--- src/rtl/seg7_scan.sv ---
// -----------------------------------------------------------------------------
// seg7_scan
//   Multiplexed 7-segment display driver for the board-level debug view.
//   A prescaler in the clk_i domain sets the digit-slot length. A slot index
//   walks the digits in turn. A 32-bit value is double-buffered: data_i goes
//   into a shadow register, and the shadow is copied to the display register
//   only at frame boundaries, so a frame never shows half of an old value and
//   half of a new one. Each digit shows one hex nibble.
//
// Ports
//   clk_i        in   1           system clock (only clock used)
//   rst          in   1           synchronous, active-high reset
//   data_i       in   32          value to display
//   data_we_i    in   1           capture data_i into the shadow register
//   dp_i         in   8           decimal point enable, bit i -> digit i
//   blank_i      in   8           force digit i dark when bit i = 1
//   an_o         out  NUM_DIGITS  digit anode enables, one-hot when asserted
//   seg_o        out  8           [7]=dp, [6:0]=g,f,e,d,c,b,a
//   scan_tick_o  out  1           one-cycle pulse at each digit-slot boundary
//   frame_o      out  1           one-cycle pulse when the slot index wraps to 0
//
// Write strobe: data_we_i has no handshake. A shadow write happens on every
// clock edge where data_we_i is high, so back-to-back writes keep the last one.
// A write on a frame-boundary edge lands in the shadow after the copy to the
// display register, so it shows up one frame later.
// -----------------------------------------------------------------------------
module seg7_scan #(
  parameter int SCAN_DIV   = 100000,
  parameter int NUM_DIGITS = 8,
  parameter int BLANK_CYC  = 16,
  parameter bit ACTIVE_LOW = 1'b1
) (
  input  logic                  clk_i,
  input  logic                  rst,
  input  logic [31:0]           data_i,
  input  logic                  data_we_i,
  input  logic [7:0]            dp_i,
  input  logic [7:0]            blank_i,
  output logic [NUM_DIGITS-1:0] an_o,
  output logic [7:0]            seg_o,
  output logic                  scan_tick_o,
  output logic                  frame_o
);

  localparam int              CW       = (SCAN_DIV > 1) ? $clog2(SCAN_DIV) : 1;
  localparam logic [CW-1:0]   CNT_LAST = CW'(SCAN_DIV - 1);
  localparam logic [2:0]      IDX_LAST = 3'(NUM_DIGITS - 1);

  // Scan state
  logic [CW-1:0]         cnt;
  logic [2:0]            idx;
  logic [31:0]           shadow;
  logic [31:0]           disp;

  // Registered outputs. These are kept active-high inside the block and are
  // inverted once at the ports.
  logic [NUM_DIGITS-1:0] an_act;
  logic [7:0]            seg_act;
  logic                  tick_q;
  logic                  frame_q;

  // Combinational helpers
  logic                  slot_end;
  logic                  frame_end;
  logic                  in_gap;
  logic                  lit;
  logic [3:0]            nibble;
  logic [6:0]            glyph;
  logic [NUM_DIGITS-1:0] an_next;
  logic [7:0]            seg_next;

  // Segment bits are ordered {g,f,e,d,c,b,a}, with 1 meaning the segment is lit.
  function automatic logic [6:0] hex7(input logic [3:0] n);
    logic [6:0] s;
    case (n)
      4'h0: s = 7'h3F;
      4'h1: s = 7'h06;
      4'h2: s = 7'h5B;
      4'h3: s = 7'h4F;
      4'h4: s = 7'h66;
      4'h5: s = 7'h6D;
      4'h6: s = 7'h7D;
      4'h7: s = 7'h07;
      4'h8: s = 7'h7F;
      4'h9: s = 7'h6F;
      4'hA: s = 7'h77;
      4'hB: s = 7'h7C;
      4'hC: s = 7'h39;
      4'hD: s = 7'h5E;
      4'hE: s = 7'h79;
      default: s = 7'h71;
    endcase
    return s;
  endfunction

  // The anti-ghosting gap covers the first BLANK_CYC cycles of each slot.
  // When BLANK_CYC is zero there is no gap, and this avoids an always-false
  // compare.
  generate
    if (BLANK_CYC == 0) begin : g_no_gap
      assign in_gap = 1'b0;
    end else begin : g_gap
      assign in_gap = (cnt < CW'(BLANK_CYC));
    end
  endgenerate

  always_comb begin
    slot_end  = (cnt == CNT_LAST);
    frame_end = slot_end && (idx == IDX_LAST);
    nibble    = disp[{idx, 2'b00} +: 4];
    glyph     = hex7(nibble);
    lit       = !in_gap && !blank_i[idx];
    an_next   = '0;
    seg_next  = 8'h00;
    if (lit) begin
      an_next  = NUM_DIGITS'(1) << idx;
      seg_next = {dp_i[idx], glyph};
    end
  end

  always_ff @(posedge clk_i) begin
    if (rst) begin
      cnt     <= '0;
      idx     <= '0;
      shadow  <= '0;
      disp    <= '0;
      tick_q  <= 1'b0;
      frame_q <= 1'b0;
      an_act  <= '0;
      seg_act <= 8'h00;
    end else begin
      if (slot_end) begin
        cnt <= '0;
        idx <= frame_end ? 3'd0 : idx + 3'd1;
      end else begin
        cnt <= cnt + CW'(1);
      end
      tick_q  <= slot_end;
      frame_q <= frame_end;
      // The copy reads shadow before this edge's write, so a write on the
      // same edge is held over to the next frame.
      if (frame_end) disp <= shadow;
      if (data_we_i) shadow <= data_i;
      // These are one cycle behind the scan state they were built from.
      an_act  <= an_next;
      seg_act <= seg_next;
    end
  end

  assign an_o        = ACTIVE_LOW ? ~an_act  : an_act;
  assign seg_o       = ACTIVE_LOW ? ~seg_act : seg_act;
  assign scan_tick_o = tick_q;
  assign frame_o     = frame_q;

endmodule

--- config.mk ---
export PLATFORM = sky130hd
export DESIGN_NAME = seg7_scan
export DESIGN_NICKNAME = d
export VERILOG_FILES = /design/src/rtl/seg7_scan.sv
export SDC_FILE = /design/constraint.sdc
export NUM_CORES = 1
export LEC_CHECK = 0
export BUFFER_PORTS_ARGS = -buffer_cell sky130_fd_sc_hd__buf_4
export CAP_MARGIN = 20
export CORE_ASPECT_RATIO = 0.8
export CORE_UTILIZATION = 40
export CTS_BUF_LIST = sky130_fd_sc_hd__clkbuf_4 sky130_fd_sc_hd__clkbuf_8
export DETAILED_ROUTE_END_ITERATION = 6
export GPL_TIMING_DRIVEN = 0
export PLACE_DENSITY_LB_ADDON = 0.1
export SYNTH_ARGS = -nofsm -noshare
export SYNTH_HDL_FRONTEND = slang
export SYNTH_SLANG_ARGS = --single-unit
--- constraint.sdc ---
create_clock -name clk_i -period 2.2 [get_ports clk_i]
set_input_delay 0 -clock clk_i [delete_from_list [all_inputs] [get_ports clk_i]]
set_output_delay 0 -clock clk_i [all_outputs]
set_load 0.01 [all_outputs]
## After elaboration in Yosys (flattened, before gate mapping)

Memory sizes are Yosys's and may differ from the RTL's. A register that Yosys moved wholly into a read port is not among the register bits.
Index checks and enable logic that the tools add are counted.

- Register bits after elaboration: 102
- ROM bits: 112
- Memories kept: 1
- Input port bits: 51
- Output and inout bits: 18
- Logic and storage cells: 31

- Bitwise logic cells: 3
- Shifts and indexed selects: 2
- $lt $le $gt $ge: 2
- Mux-type cells: 5
- Reduce and logical (&&, ||, !) cells: 6
- Equal/unequal tests: 2
- Add/subtract/negate cells: 2

Memory list:

| memory | words | width | rd ports | clocked after memory_dff | wr ports | line | source |
|---|---|---|---|---|---|---|---|
| (no name shown) | 16 | 7 | 1 | 1 | 0 | 75 | `case (n)` |

Operator list:

| kind | count |
|---|---|
| variable part select 32 x 6 -> 4 bit | 1 |
| adder 17 x 1 -> 17 bit (second input constant) | 1 |
| equality test 17 bit (second input constant) | 1 |
| < comparator 17 x 5 -> 1 bit (second input constant) | 1 |
| NOT 8 bit | 2 |
| << shifter 1 x 3 -> 8 bit (first input constant) | 1 |
| binary-select mux 1 bit (select 3 bit) | 2 |
| < comparator 3 x 4 -> 1 bit (second input constant) | 1 |
| OR reduction 2 bit | 2 |
| adder 3 x 1 -> 3 bit (second input constant) | 1 |
| equality test 3 bit (second input constant) | 1 |
| 2-to-1 mux 3 bit | 1 |
| logical AND 1 bit | 2 |
| logical NOT 1 bit | 2 |
| 2-to-1 mux 1 bit | 2 |
| NOT 1 bit | 1 |

## Depth between registers and ports, before layout

Gate-level depths: netlist of the first run.

- Word-level depth: 6
- Gate-level depth with buffers: 9
- Depth with buffers taken out: 7

## Least setup slack after synthesis of the first run

No wires, ideal clock.

- Path kind: flip-flop to flip-flop
- Start point: reg idx[0]
- End point: reg seg_act[0]
- Path buffers: 2
- Path slack: -0.200 ns
- Arrival: 2.330 ns
- Data required time: 2.130 ns
- Cell stages (with the launch flop): 9
- Cells stage by stage: dfxtp_1 > buf_2 > buf_6 > mux4_2 > mux2i_1 > inv_1 > ha_1 > o31a_1 > a21oi_1

- Longest elaborated chain between the ends: 6
- Elaborated cells on any way between the ends: 7
- Those cells by class: 1 x shift; 2 x mux; 1 x bitwise; 3 x reduce/logical

Ends and longest elaborated chain:

| item | line | source |
|---|---|---|
| start: declaration | 51 | `logic [2:0] idx;` |
| start signal: assignment | 134 | `idx <= frame_end ? 3'd0 : idx + 3'd1;` |
| binary-select mux 1 bit (select 3 bit) | 112 | `lit = !in_gap && !blank_i[idx];` |
| 2-to-1 mux 1 bit (implied by the code) | 112 |  |
| logical NOT 1 bit | 112 |  |
| logical AND 1 bit | 112 |  |
| NOT 1 bit (no source line) | - |  |
| OR reduction 2 bit (no source line) | - |  |
| end: declaration | 58 | `logic [7:0] seg_act;` |

Parallel ways exist; a longest one is shown, timed or not. The select of a mux whose other input is x is not followed.
A chain may end at the register's enable or synchronous reset.

## Final worst setup path of the first run

- Start point: reg idx[0]
- End point: reg seg_act[3]

Same word-level chain as after synthesis.

==> results.toml, run 1 <==
[status]
status = "finished with violations"
violations = "setup timing"

[sta]
finalCritPeriodShare_pct = 101
fin_skew_ns = 0.0152
whs_ns = 0.0428
timing.final.ws_setup_ns = -0.0231
rsz0062_at_grt = "yes"
hold_viol_final = 0
setup_viol = 2
slew_viol_final = 0
tightest_slew_ns = 0.844
slew_headroom_pct = 43.7
period_needed_ns = 2.22
fmax_mhz = 450

[power]
power.leakage_nw = 2.37
p_int_mw = 2.60
p_total_mw = 3.34
combinationalPowerShare_pct = 7.2
peakVddDrop_mv = 0.296
power_frac_seq_pct = 57.0
swShare_pct = 22.3
switching_power_mw = 0.746
power.density_mw_per_mm2 = 564
clkPwrFrac_pct = 35.9

[cells_and_area]
syn_to_final_growth_pct = 32.9
final_nets = 658
antenna_cells = 0
drive_gt1_share_pct = 29.9
fillCellCount = 993
mostFrequentLayoutCells = "dfxtp_1 (100), buf_4 (82), nand2_1 (76)"
final_common_cell = "dfxtp_1"

[routing]
final_antenna_net_count = 0
wl_mm = 10.1
drt_first_pass_iters = 4
wl_per_cell_um = 13.6
drc = 0
vias = 3533
drt-initial-drc-count = 187
via_per_inst = 4.76

[setup_path]
crit_path_end_kind = "flop"
r2r_start = "idx[0]$_SDFFE_PP0P_"
cp.arrival_ns = 2.51
crit_fanout = 7
r2r_cells = 9
r2r-end = "seg_act[3]$_SDFF_PP0_"
startpoint_type = "flop"
worstSetupPathType = "reg -> reg"
required_ns = 2.49
r2r_slack_ns = -0.02

[floorplan]
row_count = 34
start_util_pct = 41.2
die_x_um = 120
ioPinCount = 69
die_area_mm2 = 0.0116
die-height_um = 96.5
core_mm2 = 0.0108

[synth]
netlist_area_mm2 = 0.00447
synthArstFlopShare_pct = 0
ys.flop_type = "dfxtp_1"
synth_edf_count = 0
yosysWarnings = 0
synthCells = 468
synth_seq_area_share_pct = 45.7
ys_ff_latch = 102
syn-num-nets = 532
syn-mean-instance-area_um2 = 9.54
yosysUniqueCellTypes = 43

[grt]
antenna_found_initial = 0
grt_pass1_wl_mm = 16.2
track_usage_pct = 18.1
grt_pass1_vias = 3331
grt_max_degree = 17
grt.overflow.total = 0

[hold_path]
holdPathStages = 3
min_path_type = "in -> reg"
hp-start = "data_we_i"
hold-path-endpoint = "shadow[9]$_SDFFE_PP0P_"

[clock_tree]
h-tree-depth = 3
path_clk_slew_ns = 0.09
cts.path.max_buffers = 2
cts_buffers = 9
root_buffer = "clkbuf_8"
clk_latency_ns = 0.36
cts_tree = "built"
clock-sinks = 102

[place]
gp_congestion = 0.804
hpwl_mm = 7.09
io_buffers = 66

[flow_run]
drv_cap = 0
==> sequential cells by signal, indices dropped and copies added, names as in the netlist <==
register	count
scan_tick_o	1
seg_act	8
an_act	8
idx	3
disp	32
frame_o	1
shadow	32
cnt	17
==> power by group through the flow <==
stage,combinational [mW],clock (mW),sequential [mW]
finish,0.239,1.20,1.91
global route,0.263,1.32,1.91
CTS,0.241,1.25,1.91
detailed placement,0.196,0,1.95
global placement,0.191,0,1.95
floorplan,0.105,0,1.94
==> worst max path at each step <==
stage                            end  depth (start not counted)                 from
6_report       seg_act[3]$_SDFF_PP0_                          9  idx[0]$_SDFFE_PP0P_
5_1_grt        seg_act[3]$_SDFF_PP0_                          9  idx[0]$_SDFFE_PP0P_
4_1_cts        seg_act[1]$_SDFF_PP0_                          9  idx[0]$_SDFFE_PP0P_
3_5_place_dp   seg_act[0]$_SDFF_PP0_                          8  idx[0]$_SDFFE_PP0P_
3_3_place_gp   seg_act[0]$_SDFF_PP0_                          8  idx[0]$_SDFFE_PP0P_
2_1_floorplan  seg_act[0]$_SDFF_PP0_                          8  idx[0]$_SDFFE_PP0P_
==> layout make-up <==
cell class,instances,area (um2),area share [%]
clock buffers,11,145,2.45
plain buffers,25,159,2.68
repair buffers,116,981,16.5
multi-input cells,315,2270,38.3
clock inverters,4,55.1,0.928
well taps,144,180,3.04
flip-flops and latches,102,2040,34.5
inverters,25,93.8,1.58
==> synthesized netlist by cell type (4+ instances only) <==
cell        n  area share, %
a21oi_1     8           0.90
a21oi_2    30            5.9
and2_1     11            1.5
and3_1      4           0.56
buf_1       4           0.34
buf_2       7           0.78
buf_6       4            1.0
clkbuf_1   11           0.92
dfxtp_1   102             46
ha_1       13            3.6
inv_1      24            2.0
mux2i_1    39            8.7
mux4_2     12            6.1
nand2_1    76            6.4
nand3_1     7           0.78
nand4_1     5           0.70
nor2_1     61            5.1
nor3_1      6           0.67
xnor2_1     7            1.4
xor2_1      8            1.6
==> cells by family after synthesis <==
group | Yosys count | share of synthesized area, %
multiplexers | 52 | 15.0
flip-flops | 102 | 45.7
XOR/XNOR | 15 | 2.94
AND/OR/NAND/NOR | 186 | 18.8
buffers and inverters | 51 | 5.16
AO/OA/AOI/OAI | 49 | 8.71
adder cells (fa/ha/maj) | 13 | 3.64
==> critical path: stages, from the launching register on <==
cell and delay, ns:
dfxtp_2 0.34, buf_6 0.12, buf_12 0.13, mux4_2 0.55, mux2i_4 0.26, inv_2 0.11, ha_4 0.18, and2_4 0.13
a211o_1 0.22, a21oi_1 0.11
==> repair_timing <==
| action | in CTS | in global routing |
|---|---|---|
| resized for setup | 13 | 18 |
| pin swaps | 2 | 4 |
| hold endpoints to repair | 32 | 0 |
| hold buffers | 32 | 0 |
| cloned | 0 | 1 |
| endpoints found under the setup margin | 55 | 55 |
| setup buffers | 13 | 4 |
==> per-layer routing <==
layer	track usage (%)	up-vias	routed length [um]
li1	-	1811	-
met1	23.6	1639	4840
met2	30.2	77	4730
met3	3.87	6	421
met4	5.42	0	78
met5	0	-	0
==> metrics by stage <==
step	std cells	setup TNS (ns)	setup WS (ns)	util (%)	cell area, um2
after floorplan	468	0	0.00351	-	4500
after CTS	737	0	0.000488	53.9	5850
after global placement	678	-7.98	-0.265	47.7	5170
final	742	-0.0283	-0.0231	54.7	5930
after global routing	742	-0.966	-0.0954	54.7	5930
after detailed placement	678	-7.88	-0.314	47.7	5170
Power figures use the tool's default switching activity.
==> run 2, diff against run 1 <==
--- a/config.mk
+++ b/config.mk
@@ -9,10 +9,12 @@
 export CAP_MARGIN = 20
 export CORE_ASPECT_RATIO = 0.8
 export CORE_UTILIZATION = 40
-export CTS_BUF_LIST = sky130_fd_sc_hd__clkbuf_4 sky130_fd_sc_hd__clkbuf_8
+export CTS_BUF_LIST = sky130_fd_sc_hd__clkbuf_4
 export DETAILED_ROUTE_END_ITERATION = 6
 export GPL_TIMING_DRIVEN = 0
+export MAX_ROUTING_LAYER = met4
 export PLACE_DENSITY_LB_ADDON = 0.1
+export SETUP_SLACK_MARGIN = 0.5
 export SYNTH_ARGS = -nofsm -noshare
 export SYNTH_HDL_FRONTEND = slang
 export SYNTH_SLANG_ARGS = --single-unit
==> results.toml, run 2 (synthesis results as in run 1) <==
[clock_tree]
clk_latency_ns = 0.46
cts_buffers = 9
root_buffer = "clkbuf_4"
cts_tree = "built"
clock-sinks = 102
cts.path.max_buffers = 2
path_clk_slew_ns = 0.14
h-tree-depth = 3

[hold_path]
min_path_type = "in -> reg"

[grt]
grt_pass1_wl_mm = 17.2
track_usage_pct = 19.9
grt_pass1_vias = 3453
antenna_found_initial = 0
grt_max_degree = 17
grt.overflow.total = 0

[cells_and_area]
multi_input_area_mm2 = 0.00271
seq_area_mm2 = 0.00205
mostFrequentLayoutCells = "dfxtp_1 (98), buf_4 (84), nor2_1 (47)"
fillCellCount = 924
top_regs = "disp x32, shadow x32, cnt x17"
antenna_cells = 0
postLayoutCoreUtil_pct = 62.3
final_common_cell = "dfxtp_1"
syn_to_final_growth_pct = 51.4
final_nets = 684
drive_gt1_share_pct = 46.1

[floorplan]
ioPinCount = 69
core_mm2 = 0.0108
die-height_um = 96.5
row_count = 34
die_area_mm2 = 0.0116
die_x_um = 120
start_util_pct = 41.2

[sta]
timing.final.ws_setup_ns = -0.0284
fin_skew_ns = 0.0147
finalCritPeriodShare_pct = 101
hold_viol_final = 0
setup_viol = 15
fmax_mhz = 449
period_needed_ns = 2.23
rsz0062_at_grt = "yes"
tightest_slew_ns = 0.866
slew_headroom_pct = 42.3
slew_viol_final = 0

[place]
gp_congestion = 0.809
io_buffers = 66
hpwl_mm = 7.32

[routing]
wl_mm = 11.3
via_per_inst = 4.82
vias = 3707
drt_first_pass_iters = 6
maxUsedRoutingLayer = "met4"
wl_met2_mm = 5.61
wl_met1_mm = 5.17
drc = 0
route.met3.wl_um = 419
final_antenna_net_count = 0
drt-initial-drc-count = 158
wl_per_cell_um = 14.7

[power]
p_total_mw = 3.20
power.leakage_nw = 2.75
peakVddDrop_mv = 0.327
power.density_mw_per_mm2 = 473

[setup_path]
crit_path_end_kind = "flop"
worstSetupPathType = "reg -> reg"
required_ns = 2.59
cp.arrival_ns = 2.62
startpoint_type = "flop"
crit_fanout = 7

[status]
violations = "setup timing"
status = "finished with violations"

[flow_run]
drv_cap = 0
==> run 2: changes by cell type in the layout (fill, tap and decap cells not counted), sizes merged <==
cell         previous run  this run
inv                    27        26
clkinv                  0         2
dlygate4sd3            32        34
buf                   100       121
clkbuf                 20        23
==> run 2: worst paths after layout <==
check | startpoint | to | slack (ns) | depth (start not counted)
worst max register to register | cnt[12]$_SDFF_PP0_ | disp[30]$_SDFFE_PP0P_ | -0.03 | 8
worst min-delay path | dp_i[0] | seg_act[7]$_SDFF_PP0_ | 0.05 | 4
worst min register to register | shadow[28]$_SDFFE_PP0P_ | disp[28]$_SDFFE_PP0P_ | 0.47 | 2
worst max-delay path | cnt[12]$_SDFF_PP0_ | disp[30]$_SDFFE_PP0P_ | -0.03 | 8
==> run 2: timing repair <==
action / 4_1_cts / 5_1_grt
setup buffers: 28 / 6
gates resized for setup: 34 / 110
pin swaps: 12 / 52
endpoints found under the hold margin: 32 / 0
endpoints found under the setup margin: 68 / 69
hold buffers: 34 / 0
gates cloned: 2 / 5
==> run 2: where the power goes <==
group | switching [mW] | internal, mW | total [mW]
sequential | 0.0325 | 1.89 | 1.92
clock | 0.622 | 0.376 | 0.998
combinational | 0.112 | 0.170 | 0.283
==> run 2: worst max-delay path, cell delays in order, from the launching register on <==
cell and delay, ns:
dfxtp_2 0.36, or4_4 0.54, or4_4 0.48, nor3_4 0.18, buf_6 0.21, buf_12 0.13, buf_12 0.11, nand2_2 0.05
a21oi_2 0.10
==> run 2: metal layers <==
| metal | track usage, % | vias up |
|---|---|---|
| met4 | 5.00 | 0 |
| li1 | - | 1868 |
| met1 | 25.5 | 1746 |
| met5 | - | - |
| met2 | 32.0 | 85 |
| met3 | 4.46 | 8 |
==> run 2: area by class of cell <==
cell class | count | area share [%]
multi-input combinational | 315 | 40.1
sequential | 102 | 30.3
timing repair buffer | 141 | 19.9
tap | 144 | 2.67
inverter | 25 | 1.39
buffer | 26 | 3.59
clock inverter | 5 | 0.870
clock buffer | 11 | 1.22
==> run 2: metrics by stage <==
step	instance area (um2)	setup TNS (ns)	instances	setup WS (ns)	hold WS, ns
finish	6760	-0.149	769	-0.0284	0.0537
global route	6760	-1.96	769	-0.106	0.0570
detailed placement	5310	-0.944	678	-0.135	0.244
floorplan	4640	0	468	0.119	0.147
global placement	5310	-0.575	678	-0.110	0.232
CTS	6210	0	758	0.0377	0.0363
==> run 3, diff against run 2 <==
--- a/config.mk
+++ b/config.mk
@@ -7,8 +7,10 @@
 export LEC_CHECK = 0
 export BUFFER_PORTS_ARGS = -buffer_cell sky130_fd_sc_hd__buf_4
 export CAP_MARGIN = 20
+export CELL_PAD_IN_SITES_DETAIL_PLACEMENT = 2
+export CELL_PAD_IN_SITES_GLOBAL_PLACEMENT = 2
 export CORE_ASPECT_RATIO = 0.8
-export CORE_UTILIZATION = 40
+export CORE_UTILIZATION = 33
 export CTS_BUF_LIST = sky130_fd_sc_hd__clkbuf_4
 export DETAILED_ROUTE_END_ITERATION = 6
 export GPL_TIMING_DRIVEN = 0
==> results.toml, run 3 (synthesis results as in run 1) <==
[routing]
drt-initial-drc-count = 126
via_per_inst = 4.87
drt_first_pass_iters = 4
vias = 3895
final_antenna_net_count = 0
wl_per_cell_um = 19.6
drc = 0
wl_mm = 15.7

[setup_path]
slowest_delay_ns = 0.55
cp.arrival_ns = 2.67
r2r_start = "idx[0]$_SDFFE_PP0P_"
crit_fanout = 7
startpoint_type = "flop"
cp_slowest_cell = "mux4_2"
critical-path-top-delay-family = "multiplexers"
worstSetupPathType = "reg -> reg"
path_cells = "buf_6, buf_12, mux4_2, mux2i_4, buf_12, buf_6, ha_4, mux2i_1, nor2_1, nor3_2"
r2r_cells = 10
crit_path_end_kind = "flop"
critPathBufInv = 4
required_ns = 2.55
r2r_slack_ns = -0.12
r2r-end = "seg_act[5]$_SDFF_PP0_"

[grt]
grt_max_degree = 19
grt_pass1_wl_mm = 24.1
grt.overflow.total = 0
grt_pass1_vias = 4456
track_usage_pct = 23.0
antenna_found_initial = 0

[hold_path]
holdPathStages = 4
hp-start = "dp_i[6]"
min_path_type = "in -> reg"
hold-path-endpoint = "seg_act[7]$_SDFF_PP0_"

[sta]
timing.final.ws_setup_ns = -0.119
tightest_slew_ns = 0.857
finalCritPeriodShare_pct = 105
slew_headroom_pct = 42.9
rsz0062_at_grt = "yes"
setup_viol = 37
slew_viol_final = 0
hold_viol_final = 0
fin_setup_tns_ns = -1.55
period_needed_ns = 2.32
fmax_mhz = 431
fin_skew_ns = 0.0440

[floorplan]
die_x_um = 132
ioPinCount = 69
die_area_mm2 = 0.0140
core_mm2 = 0.0130
die-height_um = 106
row_count = 37
start_util_pct = 34.3

[cells_and_area]
drive_gt1_share_pct = 42.8
final_nets = 683
antenna_cells = 0
syn_to_final_growth_pct = 51.0
top_regs = "disp x32, shadow x32, cnt x17"
fillCellCount = 1329
mostFrequentLayoutCells = "dfxtp_1 (97), buf_4 (84), nor2_1 (52)"
final_common_cell = "dfxtp_1"

[clock_tree]
root_buffer = "clkbuf_4"
h-tree-depth = 3
cts_tree = "built"
clock-sinks = 102
clk_latency_ns = 0.49
path_clk_slew_ns = 0.20
cts_buffers = 9
cts.path.max_buffers = 2

[place]
hpwl_mm = 8.98
pre_cts_ws_ns = -0.245
io_buffers = 66
gp_congestion = 0.816

[power]
p_total_mw = 3.18
power.leakage_nw = 2.84
peakVddDrop_mv = 0.238
power.density_mw_per_mm2 = 471

[flow_run]
drv_cap = 0

[status]
violations = "setup timing"
status = "finished with violations"
## run 3: cell type report
cell class	count	area [um2]	share of cell area [%]
multi-input cells	315	2670	39.6
plain buffers	26	230	3.41
inverters	25	96.3	1.43
clock inverters	7	57.6	0.854
flip-flops and latches	102	2050	30.4
well taps	175	219	3.25
repair buffers	140	1350	20.1
clock buffers	9	67.6	1.00
## run 3: power by group
group          switching [mW]  leakage, nW  internal (mW)  total (mW)
clock                   0.711       0.0713          0.250       0.961
sequential             0.0399        0.831           1.89        1.93
combinational           0.121         1.94          0.166       0.287
total                   0.872         2.84           2.30        3.18
## run 3: what timing repair did
item	4_1_cts	5_1_grt
pin swaps	27	17
hold buffers	34	0
setup buffers	27	9
endpoints found under the hold margin	32	0
setup endpoints to repair	68	69
gates cloned	4	0
gates resized for setup	81	30
## run 3: worst max-delay path by stage
stage	cells past startpoint	end	startpoint
floorplan	9	seg_act[3]$_SDFF_PP0_	idx[0]$_SDFFE_PP0P_
global placement	9	seg_act[3]$_SDFF_PP0_	idx[0]$_SDFFE_PP0P_
detailed placement	7	seg_act[5]$_SDFF_PP0_	idx[1]$_SDFFE_PP0P_
CTS	9	seg_act[3]$_SDFF_PP0_	idx[0]$_SDFFE_PP0P_
global route	10	seg_act[5]$_SDFF_PP0_	idx[0]$_SDFFE_PP0P_
finish	10	seg_act[5]$_SDFF_PP0_	idx[0]$_SDFFE_PP0P_
## run 3: tightest hold or removal path: stages
cell     delay [ns]
buf_4          0.08
mux4_2         0.25
nand2_1        0.09
a21oi_2        0.15
## run 3: routing by layer
metal | vias to the layer above | GRT usage, % | wire length (um) | part of all wire (%)
li1 | 1860 | - | - | -
met1 | 1928 | 25.9 | 6460 | 41
met2 | 74 | 42.3 | 8410 | 54
met3 | 33 | 3.62 | 370 | 2.4
met4 | 0 | 6.23 | 435 | 2.8
met5 | - | - | 0 | 0
## run 3: per-stage QoR
| step | area [um2] | util [%] | cells | hold slack [ns] |
|---|---|---|---|---|
| floorplan | 4640 | - | 468 | 0.147 |
| global placement | 5350 | 41.1 | 709 | 0.234 |
| detailed placement | 5350 | 41.1 | 709 | 0.246 |
| CTS | 6520 | 50.1 | 790 | 0.0941 |
| global route | 6740 | 51.8 | 799 | 0.128 |
| finish | 6740 | 51.8 | 799 | 0.145 |
